`config.mk`:
```
export PLATFORM = sky130hd
export DESIGN_NAME = core_ifu_flat
export DESIGN_NICKNAME = d
export VERILOG_FILES = /design/src/rtl/core_ifu_if.sv /design/src/rtl/core_ifu.sv /design/src/flat_wrapper.sv
export SDC_FILE = /design/constraint.sdc
export NUM_CORES = 1
export LEC_CHECK = 0
export ABC_AREA = 1
export ABC_CLOCK_PERIOD_IN_PS = 4400
export CAP_MARGIN = 10
export CORE_ASPECT_RATIO = 0.9
export CORE_MARGIN = 2
export CORE_UTILIZATION = 51
export DETAILED_ROUTE_END_ITERATION = 16
export GPL_ROUTABILITY_DRIVEN = 1
export PLACE_DENSITY_LB_ADDON = 0.3
export SKIP_LAST_GASP = 1
export SYNTH_ARGS = -nofsm -noshare
export SYNTH_HDL_FRONTEND = slang
export SYNTH_SLANG_ARGS = --single-unit
```
`constraint.sdc`:
```
create_clock -name clk -period 4.4 [get_ports clk]
set_input_delay 1.1 -clock clk [delete_from_list [all_inputs] [get_ports clk]]
set_output_delay 1.1 -clock clk [all_outputs]
set_load 0.02 [all_outputs]
```
`src/rtl/core_ifu_if.sv`:
```
// core_ifu_if: groups the fetch unit's redirect/stall inputs, its instruction
// memory request/response channel and its decode-side valid/ready channel.
//
// Handshake semantics (both channels): a transfer happens on a rising clock
// edge where valid and ready are both 1. On the memory request channel valid
// may be withdrawn without a transfer (stall or redirect). Memory responses
// carry no ready: mem_resp_valid_in is a one-cycle pulse per word, in request
// order.
//
// Modports:
//   master - the fetch unit (drives *_out, samples *_in)
//   slave  - the surrounding pipeline/memory (drives *_in, samples *_out)
interface core_ifu_if;
  logic        jump_flag_in;
  logic [31:0] jump_addr_in;
  logic        hold_flag_in;
  logic        mem_req_valid_out;
  logic [31:0] mem_req_addr_out;
  logic        mem_req_ready_in;
  logic        mem_resp_valid_in;
  logic [31:0] mem_resp_data_in;
  logic        inst_valid_out;
  logic [31:0] inst_out;
  logic [31:0] inst_addr_out;
  logic        inst_ready_in;
  logic        fault_out;

  modport master (
    input  jump_flag_in, jump_addr_in, hold_flag_in,
    output mem_req_valid_out, mem_req_addr_out,
    input  mem_req_ready_in, mem_resp_valid_in, mem_resp_data_in,
    output inst_valid_out, inst_out, inst_addr_out,
    input  inst_ready_in,
    output fault_out
  );

  modport slave (
    output jump_flag_in, jump_addr_in, hold_flag_in,
    input  mem_req_valid_out, mem_req_addr_out,
    output mem_req_ready_in, mem_resp_valid_in, mem_resp_data_in,
    input  inst_valid_out, inst_out, inst_addr_out,
    output inst_ready_in,
    input  fault_out
  );
endinterface

```
`src/rtl/core_ifu.sv`:
```
// core_ifu: instruction fetch unit. Generates the PC, issues in-order fetch
// requests, buffers returned words with their addresses in a prefetch FIFO
// and presents the FIFO head to decode. A jump flushes buffered words and
// marks every in-flight fetch to be dropped when it returns.
//
// Ports:
//   clk  - clock, all state on rising edge
//   rst  - synchronous reset, active-high
//   bus  - core_ifu_if.master: redirect/hold, memory request/response,
//          decode valid/ready, fault_out
//
// Parameters:
//   RESET_PC   - first fetch address after reset
//   FIFO_DEPTH - prefetch entries (power of 2, >= 2); also caps
//                buffered + outstanding fetches, so the FIFO cannot overflow
//
// Optional feature macro: CORE_IFU_ALIGN_CHECK_EN
//   defined   - a jump to an address with [1:0] != 0 sets a sticky fault_out;
//               fetching stops until reset
//   undefined - jump target low bits are forced to 0, fault_out is 0
module core_ifu #(
  parameter logic [31:0] RESET_PC   = 32'h0000_0000,
  parameter int          FIFO_DEPTH = 4
) (
  input logic        clk,
  input logic        rst,
  core_ifu_if.master bus
);

  localparam int AW = $clog2(FIFO_DEPTH);
  localparam int CW = AW + 1;
  localparam logic [CW:0] DEPTH_C = FIFO_DEPTH[CW:0];

  logic [31:0]   pc_q;
  logic [31:0]   resp_pc_q;
  logic [31:0]   fifo_inst_q [FIFO_DEPTH];
  logic [31:0]   fifo_addr_q [FIFO_DEPTH];
  logic [AW-1:0] wr_ptr_q;
  logic [AW-1:0] rd_ptr_q;
  logic [CW-1:0] count_q;
  logic [CW-1:0] outstanding_q;
  logic [CW-1:0] outstanding_next;
  logic [CW-1:0] drop_q;
  logic [CW:0]   credit_sum;
  logic          fault_q;

  logic          credit_ok;
  logic          req_valid;
  logic          req_fire;
  logic          resp_fire;
  logic          push;
  logic          inst_valid;
  logic          pop;
  logic [31:0]   jump_target;
  logic          misaligned;

`ifdef CORE_IFU_ALIGN_CHECK_EN
  assign jump_target = bus.jump_addr_in;
  assign misaligned  = bus.jump_flag_in & (bus.jump_addr_in[1:0] != 2'b00);
`else
  logic unused_jump_lsbs;
  assign unused_jump_lsbs = ^bus.jump_addr_in[1:0];
  assign jump_target      = {bus.jump_addr_in[31:2], 2'b00};
  assign misaligned       = 1'b0;
`endif

  // Words still in flight hold a FIFO slot in reserve, including ones that
  // will be dropped after a jump; this is what makes overflow impossible.
  assign credit_sum = {1'b0, count_q} + {1'b0, outstanding_q};
  assign credit_ok  = credit_sum < DEPTH_C;

  assign req_valid = !rst & !bus.hold_flag_in & !bus.jump_flag_in & credit_ok & !fault_q;
  assign req_fire  = req_valid & bus.mem_req_ready_in;
  assign resp_fire = bus.mem_resp_valid_in;

  // A returning word is kept only if it is not owed to an earlier redirect
  // and no redirect is happening in this same cycle.
  assign push = resp_fire & (drop_q == '0) & !bus.jump_flag_in;

  assign inst_valid = !rst & (count_q != '0) & !bus.jump_flag_in & !fault_q;
  assign pop        = inst_valid & bus.inst_ready_in;

  assign outstanding_next = outstanding_q + {{AW{1'b0}}, req_fire} - {{AW{1'b0}}, resp_fire};

  assign bus.mem_req_valid_out = req_valid;
  assign bus.mem_req_addr_out  = pc_q;
  assign bus.inst_valid_out    = inst_valid;
  assign bus.inst_out          = fifo_inst_q[rd_ptr_q];
  assign bus.inst_addr_out     = fifo_addr_q[rd_ptr_q];
  assign bus.fault_out         = fault_q;

  // Control state: PC, response-address tracker, FIFO pointers and counters.
  always_ff @(posedge clk) begin
    if (rst) begin
      pc_q          <= RESET_PC;
      resp_pc_q     <= RESET_PC;
      wr_ptr_q      <= '0;
      rd_ptr_q      <= '0;
      count_q       <= '0;
      outstanding_q <= '0;
      drop_q        <= '0;
      fault_q       <= 1'b0;
    end else begin
      outstanding_q <= outstanding_next;
      fault_q       <= fault_q | misaligned;
      if (bus.jump_flag_in) begin
        // Redirect: empty the buffer and owe a drop for every word still
        // in flight after this edge.
        pc_q      <= jump_target;
        resp_pc_q <= jump_target;
        wr_ptr_q  <= '0;
        rd_ptr_q  <= '0;
        count_q   <= '0;
        drop_q    <= outstanding_next;
      end else begin
        if (req_fire) begin
          pc_q <= pc_q + 32'd4;
        end
        if (push) begin
          wr_ptr_q  <= wr_ptr_q + 1'b1;
          resp_pc_q <= resp_pc_q + 32'd4;
        end
        if (pop) begin
          rd_ptr_q <= rd_ptr_q + 1'b1;
        end
        count_q <= count_q + {{AW{1'b0}}, push} - {{AW{1'b0}}, pop};
        if (resp_fire && (drop_q != '0)) begin
          drop_q <= drop_q - 1'b1;
        end
      end
    end
  end

  // Storage needs no reset: pointers and count define what is valid.
  always_ff @(posedge clk) begin
    if (push) begin
      fifo_inst_q[wr_ptr_q] <= bus.mem_resp_data_in;
      fifo_addr_q[wr_ptr_q] <= resp_pc_q;
    end
  end

endmodule

```
`src/flat_wrapper.sv`:
```
// flat-port wrapper written by rule: the top's interface ports become plain ports
module core_ifu_flat 
#(
  parameter logic [31:0] RESET_PC   = 32'h0000_0000,
  parameter int          FIFO_DEPTH = 4
)
  (clk, rst, bus_jump_flag_in, bus_jump_addr_in, bus_hold_flag_in, bus_mem_req_valid_out, bus_mem_req_addr_out, bus_mem_req_ready_in, bus_mem_resp_valid_in, bus_mem_resp_data_in, bus_inst_valid_out, bus_inst_out, bus_inst_addr_out, bus_inst_ready_in, bus_fault_out);
  core_ifu_if bus_i ();
  input logic clk;
  input logic rst;
  input wire logic [$bits(bus_i.jump_flag_in)-1:0] bus_jump_flag_in;
  input wire logic [$bits(bus_i.jump_addr_in)-1:0] bus_jump_addr_in;
  input wire logic [$bits(bus_i.hold_flag_in)-1:0] bus_hold_flag_in;
  output wire logic [$bits(bus_i.mem_req_valid_out)-1:0] bus_mem_req_valid_out;
  output wire logic [$bits(bus_i.mem_req_addr_out)-1:0] bus_mem_req_addr_out;
  input wire logic [$bits(bus_i.mem_req_ready_in)-1:0] bus_mem_req_ready_in;
  input wire logic [$bits(bus_i.mem_resp_valid_in)-1:0] bus_mem_resp_valid_in;
  input wire logic [$bits(bus_i.mem_resp_data_in)-1:0] bus_mem_resp_data_in;
  output wire logic [$bits(bus_i.inst_valid_out)-1:0] bus_inst_valid_out;
  output wire logic [$bits(bus_i.inst_out)-1:0] bus_inst_out;
  output wire logic [$bits(bus_i.inst_addr_out)-1:0] bus_inst_addr_out;
  input wire logic [$bits(bus_i.inst_ready_in)-1:0] bus_inst_ready_in;
  output wire logic [$bits(bus_i.fault_out)-1:0] bus_fault_out;
  assign bus_i.jump_flag_in = bus_jump_flag_in;
  assign bus_i.jump_addr_in = bus_jump_addr_in;
  assign bus_i.hold_flag_in = bus_hold_flag_in;
  assign bus_mem_req_valid_out = bus_i.mem_req_valid_out;
  assign bus_mem_req_addr_out = bus_i.mem_req_addr_out;
  assign bus_i.mem_req_ready_in = bus_mem_req_ready_in;
  assign bus_i.mem_resp_valid_in = bus_mem_resp_valid_in;
  assign bus_i.mem_resp_data_in = bus_mem_resp_data_in;
  assign bus_inst_valid_out = bus_i.inst_valid_out;
  assign bus_inst_out = bus_i.inst_out;
  assign bus_inst_addr_out = bus_i.inst_addr_out;
  assign bus_i.inst_ready_in = bus_inst_ready_in;
  assign bus_fault_out = bus_i.fault_out;
  core_ifu #(.RESET_PC(RESET_PC), .FIFO_DEPTH(FIFO_DEPTH)) u_core (.clk(clk), .rst(rst), .bus(bus_i));
endmodule
```
==> out/summary.txt, run 1 <==
Outcome: completed
DIE HEIGHT: 162 µm
Root Driver: clkbuf_16
Post-route ant nets: 0
Hold buffers post-CTS: 0
P&R area growth vs syn: 21.2%
Setup TNS: 0 ns
Ys flop type: edfxtp_1
Crit path cell chain: clkdlybuf4s50_1, nor2_4, inv_2, nor2_2, clkdlybuf4s50_1
Slew headroom: 0.392
Die area: 29300 µm²
Sw Ratio: 0.232
Starting DRT DRC Count: 893
Share of power burned in registers: 0.508
Postcts setup bufs: 0
Vias in the first global route: 10150
Num rows: 58
Initial antenna violation count: 0
Num CTS Buffers: 34
DR vias/cell: 5.43
WP buf/inv: 3
Synth top area share: 0.523
Final wirelength: 32.9 mm
Core area: 27700 µm²
Sequential share of the synthesized area: 0.629
Clk_skew: 0.0230 ns
Worst endpoint required time: 3.30 ns
RSZ-0062 raised after global routing: false
GRT Residual Overflow: 0
CP dominant cell by count: clkdlybuf4s50_1
Post-DP HPWL: 20.2 mm
Maximum VDD drop: 0.217 mV
Overall die width: 180 µm
Worst path arrival time: 2.71 ns
Final Hold Vio Count: 0
Cell taking the most area after synthesis: edfxtp_1
Final Hold Slack: 0.464 ns
Final max-slew violation count: 0
Fmax: 0.262 GHz
Slowest cell on crit path: clkdlybuf4s50_1
Crit share post-route: 0.867
First-pass GRT wire length: 52.2 mm
Clock-pin slew on the worst setup and hold paths: 0.06 ns
Lkg Pwr: 6.12 nW
Synth Area per Inst: 9.91 µm²
Count leader, synth: edfxtp_1
Share of cells above drive strength 1: 0.0672
CP peak stage delay: 0.61 ns
Pin count of the biggest net entering global routing: 73
Final setup viols: 0
Port bufs: 162
Clock Path Buffers: 3
Gp weighted congestion: 0.883
Num ports: 170
Average wire per standard cell: 16.7 µm
Pwr/cell area: 398 nW/µm²
Worst hold path class: flop to flop
Clock latency on the worst-skew pair: 0.53 ns
Worst slew pin tran: 0.911 ns
Final-stage net count: 1669
CTS tree: done
Synth area leaders: edfxtp_1 (52%), dfxtp_1 (11%), nand2_1 (6.4%), o21ai_0 (6.1%), nor2_1 (5.9%)
Critical path class: input pin to output port
Post-CTS sizing: 0
Finished Core Util: 0.622
Fillers: 2172
Max-cap violations: 0
Post-synth EDFFs: 248
Post-Syn Area: 14200 µm²
DRT Pass-1 Iters: 6
CP delay by family, top: buffers and inverters
Clock Sinks: 323
Multi-input logic area: 4570 µm²
# DRC: 0
Commonest cells in the netlist: edfxtp_1 (248), nand2_1 (242), nor2_1 (222)
Comb pwr share: 0.090
Overall global routing resource usage: 0.223
FF/Latch Area: 8950 µm²
DP Worst Slack: 0.573 ns
Synth cell types: 44
Final worst slack: 0.587 ns
FF+latch count, synth: 323
H-tree depth: 2
Element type at the critical path end: output port
Initial Utilization: 0.513
Vias post-DR: 10690
Pint: 0.00528 W
Part of the power in the clock network: 0.401
CP max FO: 11
Ys async rst share: 0
Antenna cells: 0
Period minus WS final: 3.81 ns
Post-Synthesis Cells: 1437
Yosys warns: 0
Switching pwr: 0.00159 W
Crit path launch type: input pin
-- power by group through the flow --
stage	Combinational, W	Sequential, W	Clock, W
final	0.000621	0.00349	0.00275
after global routing	0.000682	0.00350	0.00293
after CTS	0.000623	0.00349	0.00281
after detailed placement	0.000616	0.00355	0
after global placement	0.000606	0.00355	0
after floorplan	0.000332	0.00355	0
-- routing by layer --
metal	part of all wire	track usage
met5	0	0
met4	0.021	0.0682
met3	0.075	0.0364
met2	0.46	0.367
met1	0.44	0.306
-- final timing paths --
path,end,slack [ns],depth (start not counted),from
max reg2reg,u_core.drop_q[2]$_SDFFE_PP0P_,1.85,12,u_core.count_q[1]$_SDFF_PP0_
min reg2reg,flop,0.46,2,u_core.rd_ptr_q[0]$_SDFFE_PP0P_
min,flop,0.46,2,u_core.rd_ptr_q[0]$_SDFFE_PP0P_
max,bus_inst_valid_out,0.59,5,rst
-- kinds of logic (layout without fill, tap and decap cells) --
family	count (synthesis)	after routing	share of synthesized area
AOI/OAI and AO/OA	327	327	0.124
and+or+nand+nor	580	580	0.172
xor gates and xnor gates	11	11	0.00677
buffers and inverters	179	346	0.0537
adders and majority gates	16	16	0.0151
other	1	5	0.000263
DFF	323	323	0.629
-- cells in the final DEF (no fill, tap or decap), types with 5 or more instances in the layout --
master / count
clkbuf_16: 35
o21ai_1: 6
o21ai_0: 174
nand3_1: 72
nand2_1: 242
buf_4: 8
conb_1: 5
xor2_1: 7
edfxtp_1: 248
nor2_4: 10
buf_12: 5
a31oi_1: 10
ha_1: 14
dfxtp_1: 73
inv_1: 101
nor2_1: 218
o22ai_1: 62
clkbuf_1: 9
a21oi_1: 65
clkinv_1: 6
clkdlybuf4s50_1: 161
inv_2: 5
nor2_2: 11
nor3_1: 5
-- sequential cells by signal, indices dropped and copies added, names as in the netlist, named ones only --
signal                       cells
u_core.drop_q                    3
u_core.fifo_addr_q             120
u_core.bus.mem_req_addr_out     30
u_core.fifo_inst_q             128
u_core.outstanding_q             3
u_core.resp_pc_q                30
u_core.wr_ptr_q                  2
u_core.rd_ptr_q                  2
u_core.count_q                   3
-- layout make-up --
type	instances	area share
Sequential cell	323	0.519
Clock buffer	46	0.0543
Multi-Input combinational cell	939	0.265
Inverter	109	0.0239
Timing Repair Buffer	175	0.103
Tap cell	360	0.0261
Clock inverter	16	0.00892
-- worst min-delay path, cell delays in order (launching register included) --
cell	delay [ns]
dfxtp_1	0.31
inv_1	0.06
a21oi_1	0.06
-- metrics by stage --
| stage | instances | power [W] | area (µm²) |
|---|---|---|---|
| 2_1_floorplan | 1441 | 0.00388 | 14200 |
| 3_3_place_gp | 1906 | 0.00415 | 16200 |
| 3_5_place_dp | 1906 | 0.00417 | 16200 |
| 4_1_cts | 1968 | 0.00692 | 17300 |
| 5_1_grt | 1968 | 0.00712 | 17300 |
| 6_report | 1968 | 0.00687 | 17300 |
(Power assumes the default switching activity.)
==> inputs of run 2 (changes only) <==
--- a/config.mk
+++ b/config.mk
@@ -11,6 +11,7 @@
 export CORE_ASPECT_RATIO = 0.9
 export CORE_MARGIN = 2
 export CORE_UTILIZATION = 51
+export CTS_CLUSTER_DIAMETER = 30
 export DETAILED_ROUTE_END_ITERATION = 16
 export GPL_ROUTABILITY_DRIVEN = 1
 export PLACE_DENSITY_LB_ADDON = 0.3
==> out/summary.txt, run 2 (synthesis results as in run 1) <==
Starting DRT DRC Count: 955 (+6.9%)
Maximum VDD drop: 0.329 mV (+51%)
Postcts setup bufs: 0 (unchanged)
Element type at the critical path end: output port
Worst endpoint required time: 3.30 ns (about the same)
Worst r2r path cells: 12 (unchanged)
Share of power burned in registers: 0.421 (-0.087)
Port bufs: 162 (unchanged)
GRT Residual Overflow: 0 (unchanged)
H-tree depth: 2 (unchanged)
Antenna cells: 0 (unchanged)
Pin count of the biggest net entering global routing: 73 (unchanged)
Post-DP HPWL: 20.2 mm (unchanged)
Slew headroom: 0.376 (-0.0161)
Clock latency on the worst-skew pair: 0.58 ns (+0.05 ns)
Worst slew pin tran: 0.935 ns (+0.0241 ns)
Clock Sinks: 323 (unchanged)
Final Hold Vio Count: 0 (unchanged)
Period minus WS final: 3.87 ns (+0.0584 ns)
Clock-pin slew on the worst setup and hold paths: 0.05 ns (about the same)
Crit share post-route: 0.880 (+0.0133)
Final max-slew violation count: 0 (unchanged)
Post-CTS sizing: 0 (unchanged)
Reg2Reg Capture Point: u_core.drop_q[2]$_SDFFE_PP0P_
Switching pwr: 0.00197 W (+24%)
Vias in the first global route: 10476 (+3.2%)
First-pass GRT wire length: 53.3 mm (+2.1%)
Share of cells above drive strength 1: 0.0920 (+0.0248)
Pwr/cell area: 460 nW/µm² (+16%)
Fillers: 2050 (-5.6%)
Final-stage net count: 1692 (+1.4%)
Num CTS Buffers: 57 (+68%)
CTS tree: done
DR vias/cell: 5.47 (+0.68%)
Clock Path Buffers: 3 (unchanged)
Slowest cell on crit path: clkdlybuf4s50_1
RSZ-0062 raised after global routing: false
Part of the power in the clock network: 0.504 (+0.103)
Root Driver: clkbuf_16
Overall die width: 180 µm (unchanged)
# DRC: 0 (unchanged)
Die area: 29300 µm² (unchanged)
Max-cap violations: 0 (unchanged)
Final wirelength: 33.4 mm (+1.5%)
Biggest register: u_core.fifo_inst_q
DP Worst Slack: 0.573 ns (unchanged)
Overall global routing resource usage: 0.227 (+0.00414)
Crit path launch type: flop
Post-route ant nets: 0 (unchanged)
DRT Pass-1 Iters: 5 (-1)
Largest register FFs: 128 (unchanged)
Sw Ratio: 0.238 (+0.00599)
Outcome: completed
Commonest non-fill, non-tap cell in the layout: edfxtp_1
Initial Utilization: 0.513 (unchanged)
CP max FO: 40 (+29)
CP peak stage delay: 0.66 ns (+0.05 ns)
Worst path arrival time: 2.77 ns (+0.06 ns)
Lkg Pwr: 6.51 nW (+6.4%)
Gp weighted congestion: 0.883 (unchanged)
Hold buffers post-CTS: 0 (unchanged)
Core area: 27700 µm² (unchanged)
Initial antenna violation count: 0 (unchanged)
Critical path class: flop to output port
Pint: 0.00632 W (+20%)
Final setup viols: 0 (unchanged)
Final Hold Slack: 0.462 ns (-0.00217 ns)
Crit path cell chain: buf_4, o21ai_0, o22ai_1, clkdlybuf4s50_1
DIE HEIGHT: 162 µm (unchanged)
WP buf/inv: 2 (-1)
Final worst slack: 0.529 ns (-0.0584 ns)
Clk_skew: 0.0288 ns (+0.00577 ns)
Fmax: 0.258 GHz (-1.5%)
Top flop regs: u_core.fifo_inst_q x128, u_core.fifo_addr_q x120
Most frequent cells in the layout: edfxtp_1 (248), nand2_1 (242), nor2_1 (218)
Average wire per standard cell: 16.6 µm (-0.72%)
Num rows: 58 (unchanged)
R2r startpoint: u_core.count_q[1]$_SDFF_PP0_
Comb pwr share: 0.075 (-0.015)
Worst hold path class: flop to flop
P&R area growth vs syn: 26.7%
Vias post-DR: 11009 (+3.0%)
Hold path start: u_core.rd_ptr_q[0]$_SDFFE_PP0P_
Hold Path Depth: 2 (unchanged)
CP delay by family, top: buffers and inverters
R2r setup slk: 1.84 ns (about the same)
Num ports: 170 (unchanged)
run 2: changes by cell type in the layout (fill, tap and decap cells not counted), moves of 2 or more:
cell	previous run	this run
clkbuf_16	35	57
inv_6	0	7
clkinv_2	4	10
clkinv_4	0	5
inv_8	0	3
bufinv_16	2	4
run 2: worst reg2reg max path: cells and delay by family, from the launching register on:
kind                     cells  cell delay (ns)
AO/OA/AOI/OAI                1             0.15
adder cells (fa/ha/maj)      3             0.99
buffers and inverters        1             0.28
flip-flops                   1             0.36
AND/OR/NAND/NOR              7             0.74
run 2: final cells by class:
type                    count  area, µm²  area share
multi-input cells         939       4570       0.253
clock buffers              68       1480      0.0819
inverters                 109        413      0.0229
well taps                 360        450      0.0250
flip-flops and latches    323       8950       0.496
repair buffers            175       1780      0.0985
clock inverters            39        399      0.0221
run 2: worst max path at each step:
stage                               start                                   to  slack (ns)  cells after the start
detailed placement                    rst                   bus_inst_valid_out        0.57                      5
global placement                      rst                   bus_inst_valid_out        0.58                      5
finish                               flop                     bus_inst_out[14]        0.53                      4
CTS                                  flop                 bus_inst_addr_out[9]        0.45                      4
global route                         flop                 bus_inst_addr_out[7]        0.33                      5
floorplan           bus_mem_resp_valid_in  u_core.fifo_addr_q[0][10]$_DFFE_PP_       -0.23                      4
run 2: stage by stage:
step,area (µm²),setup TNS [ns],total power (W),std cells,util
after floorplan,14200,-56.86,0.00388,1441,-
after global placement,16200,0,0.00415,1906,0.583
after detailed placement,16200,0,0.00417,1906,0.583
after CTS,18000,0,0.00835,2013,0.651
after global routing,18000,0,0.00857,2013,0.651
final,18000,0,0.00830,2013,0.651
run 2: layer usage:
metal / track usage / up-vias / wire length (µm)
li1: - / 5300 / -
met1: 0.306 / 5154 / 14400
met2: 0.372 / 492 / 15400
met5: 0 / - / 0
met3: 0.0407 / 63 / 2790
met4: 0.0828 / 0 / 832
run 2: power groups by stage:
stage               registers [W]  logic [W]  clock network, W
floorplan                 0.00355   0.000332                 0
global placement          0.00355   0.000606                 0
detailed placement        0.00355   0.000616                 0
CTS                       0.00349   0.000622           0.00423
global route              0.00351   0.000682           0.00438
finish                    0.00350   0.000620           0.00418
==> inputs of run 3 (changes only) <==
--- a/config.mk
+++ b/config.mk
@@ -6,12 +6,13 @@
 export NUM_CORES = 1
 export LEC_CHECK = 0
 export ABC_AREA = 1
-export ABC_CLOCK_PERIOD_IN_PS = 4400
+export ABC_CLOCK_PERIOD_IN_PS = 3700
 export CAP_MARGIN = 10
 export CORE_ASPECT_RATIO = 0.9
 export CORE_MARGIN = 2
-export CORE_UTILIZATION = 51
+export CORE_UTILIZATION = 56
 export CTS_CLUSTER_DIAMETER = 30
+export CTS_CLUSTER_SIZE = 25
 export DETAILED_ROUTE_END_ITERATION = 16
 export GPL_ROUTABILITY_DRIVEN = 1
 export PLACE_DENSITY_LB_ADDON = 0.3
==> constraint.sdc (replaced) <==
create_clock -name clk -period 3.7 [get_ports clk]
set_input_delay 0.925 -clock clk [delete_from_list [all_inputs] [get_ports clk]]
set_output_delay 0.925 -clock clk [all_outputs]
set_load 0.02 [all_outputs]
==> out/summary.txt, run 3 (synthesis results as in run 1) <==
Initial Utilization: 0.568 (+0.0548)
Die area: 26700 µm² (-8.7%)
Fmax: 0.288 GHz
First-pass GRT wire length: 54.4 mm (+2.2%)
Root Driver: clkbuf_16
Placed cell area: 16300 µm² (+0.68%)
Non-Filler Instances: 2005 (-0.40%)
Vias in the first global route: 10694 (+2.1%)
Clk_skew: 0.0367 ns (+0.00789 ns)
Postcts setup bufs: 0 (unchanged)
Final wirelength: 35.0 mm (+4.6%)
Crit path launch type: flop
Worst hold path class: flop to flop
Top flop regs: u_core.fifo_inst_q x128, u_core.fifo_addr_q x120
Clock Sinks: 323 (unchanged)
Slew headroom: 0.397 (+0.0206)
Overall global routing resource usage: 0.259 (+0.0317)
Num rows: 55 (-5.2%)
Lkg Pwr: 6.59 nW (+1.3%)
Pint: 0.00758 W (+20%)
Final Hold Vio Count: 0 (unchanged)
Overall die width: 172 µm (-4.5%)
Port bufs: 162 (unchanged)
Final worst slack: 0.230 ns (-0.299 ns)
Pin count of the biggest net entering global routing: 125 (+71%)
Worst path arrival time: 2.54 ns (-0.23 ns)
DIE HEIGHT: 155 µm (-4.5%)
CP max FO: 58 (+45%)
Critical path class: flop to output port
Slowest cell on crit path: clkdlybuf4s50_1
H-tree depth: 2 (unchanged)
Antenna cells: 0 (unchanged)
CP peak stage delay: 0.57 ns (-0.09 ns)
DP Worst Slack: 0.286 ns (-0.287 ns)
Post-Place Cells: 1899 (-0.37%)
Element type at the critical path end: output port
Maximum VDD drop: 0.391 mV (+19%)
Final max-slew violation count: 0 (unchanged)
RSZ-0062 raised after global routing: false
Outcome: completed
Clock-pin slew on the worst setup and hold paths: 0.05 ns (about the same)
Final-stage net count: 1702 (+0.59%)
Average wire per standard cell: 17.4 µm (+5.0%)
Post-DP HPWL: 21.5 mm (+6.4%)
DR vias/cell: 5.57 (+1.8%)
Switching pwr: 0.00236 W (+20%)
Final Hold Slack: 0.466 ns (+0.00393 ns)
CTS tree: done
Largest register FFs: 128 (unchanged)
Initial antenna violation count: 1 (+1)
P&R area growth vs syn: 27.6%
Num CTS Buffers: 56 (-1.8%)
Num ports: 170 (unchanged)
Core area: 25000 µm² (-9.6%)
Clock Path Buffers: 3 (unchanged)
Gp weighted congestion: 0.918 (+3.9%)
Clock latency on the worst-skew pair: 0.57 ns (about the same)
Share of cells above drive strength 1: 0.0998 (+0.00787)
DRT Pass-1 Iters: 5 (unchanged)
Period minus WS final: 3.47 ns
Crit share post-route: 0.938
Sw Ratio: 0.237 (-0.000292)
Final setup viols: 0 (unchanged)
Post-route ant nets: 0 (unchanged)
GRT Residual Overflow: 0 (unchanged)
Vias post-DR: 11165 (+1.4%)
Share of power burned in registers: 0.418 (-0.003)
Pwr/cell area: 547 nW/µm² (+19%)
Part of the power in the clock network: 0.506 (+0.002)
# DRC: 0 (unchanged)
Post-route cell area: 18200 µm² (+0.73%)
Setup TNS: 0 ns (unchanged)
Worst endpoint required time: 2.77 ns (-0.53 ns)
Worst slew pin tran: 0.904 ns (-0.0308 ns)
Most frequent cells in the layout: edfxtp_1 (248), nand2_1 (242), nor2_1 (218)
Starting DRT DRC Count: 963 (+0.84%)
Biggest register: u_core.fifo_inst_q
Comb pwr share: 0.075 (about the same)
Crit path cell chain: clkinv_2, buf_12, o21ai_0, o22ai_1, clkdlybuf4s50_1
Commonest non-fill, non-tap cell in the layout: edfxtp_1
Max-cap violations: 0 (unchanged)
run 3: worst paths after layout:
path	startpoint	end	slack, ns	depth (start not counted)
max	flop	bus_inst_out[21]	0.23	5
min	u_core.rd_ptr_q[0]$_SDFFE_PP0P_	flop	0.47	2
max reg2reg	u_core.count_q[1]$_SDFF_PP0_	u_core.drop_q[2]$_SDFFE_PP0P_	1.39	12
min reg2reg	u_core.rd_ptr_q[0]$_SDFFE_PP0P_	flop	0.47	2
run 3: metrics by stage:
stage                     power (W)  utilization
final                       0.00994        0.725
after global routing         0.0102        0.725
after CTS                   0.00998        0.725
after detailed placement    0.00496        0.650
after global placement      0.00494        0.650
after floorplan             0.00462            -
run 3: layout make-up:
type	count	area [µm²]
Sequential cell	323	8960
Tap cell	342	428
Clock buffer	69	1510
Fill cell	1745	6880
Timing Repair Buffer	186	1910
Clock inverter	37	379
Multi-Input combinational cell	939	4570
Inverter	109	413
run 3: critical path: cells and delay by family (launching register included):
kind / cells / cell delay (ns)
buffers and inverters: 3 / 1.23
DFF: 1 / 0.36
AOI/OAI and AO/OA: 2 / 0.38
run 3: power groups by stage:
stage	clock network, W	registers, W	logic [W]
CTS	0.00508	0.00415	0.000749
floorplan	0	0.00422	0.000395
finish	0.00503	0.00416	0.000748
global route	0.00525	0.00417	0.000815
global placement	0	0.00422	0.000723
detailed placement	0	0.00422	0.000741
run 3: per-layer routing:
metal / wire (µm) / up-vias / GRT usage / part of all wire
li1: - / 5324 / - / -
met1: 14600 / 5282 / 0.348 / 0.42
met2: 16600 / 496 / 0.426 / 0.48
met3: 3090 / 61 / 0.0529 / 0.088
met4: 637 / 2 / 0.0772 / 0.018
met5: 12 / - / 0 / 0.00034
run 3: repair_timing:
| item | in CTS | in global routing |
|---|---|---|
| endpoints found under the setup margin | 0 | 1 |
| gates resized for setup | 0 | 2 |
| hold buffers | 0 | 0 |
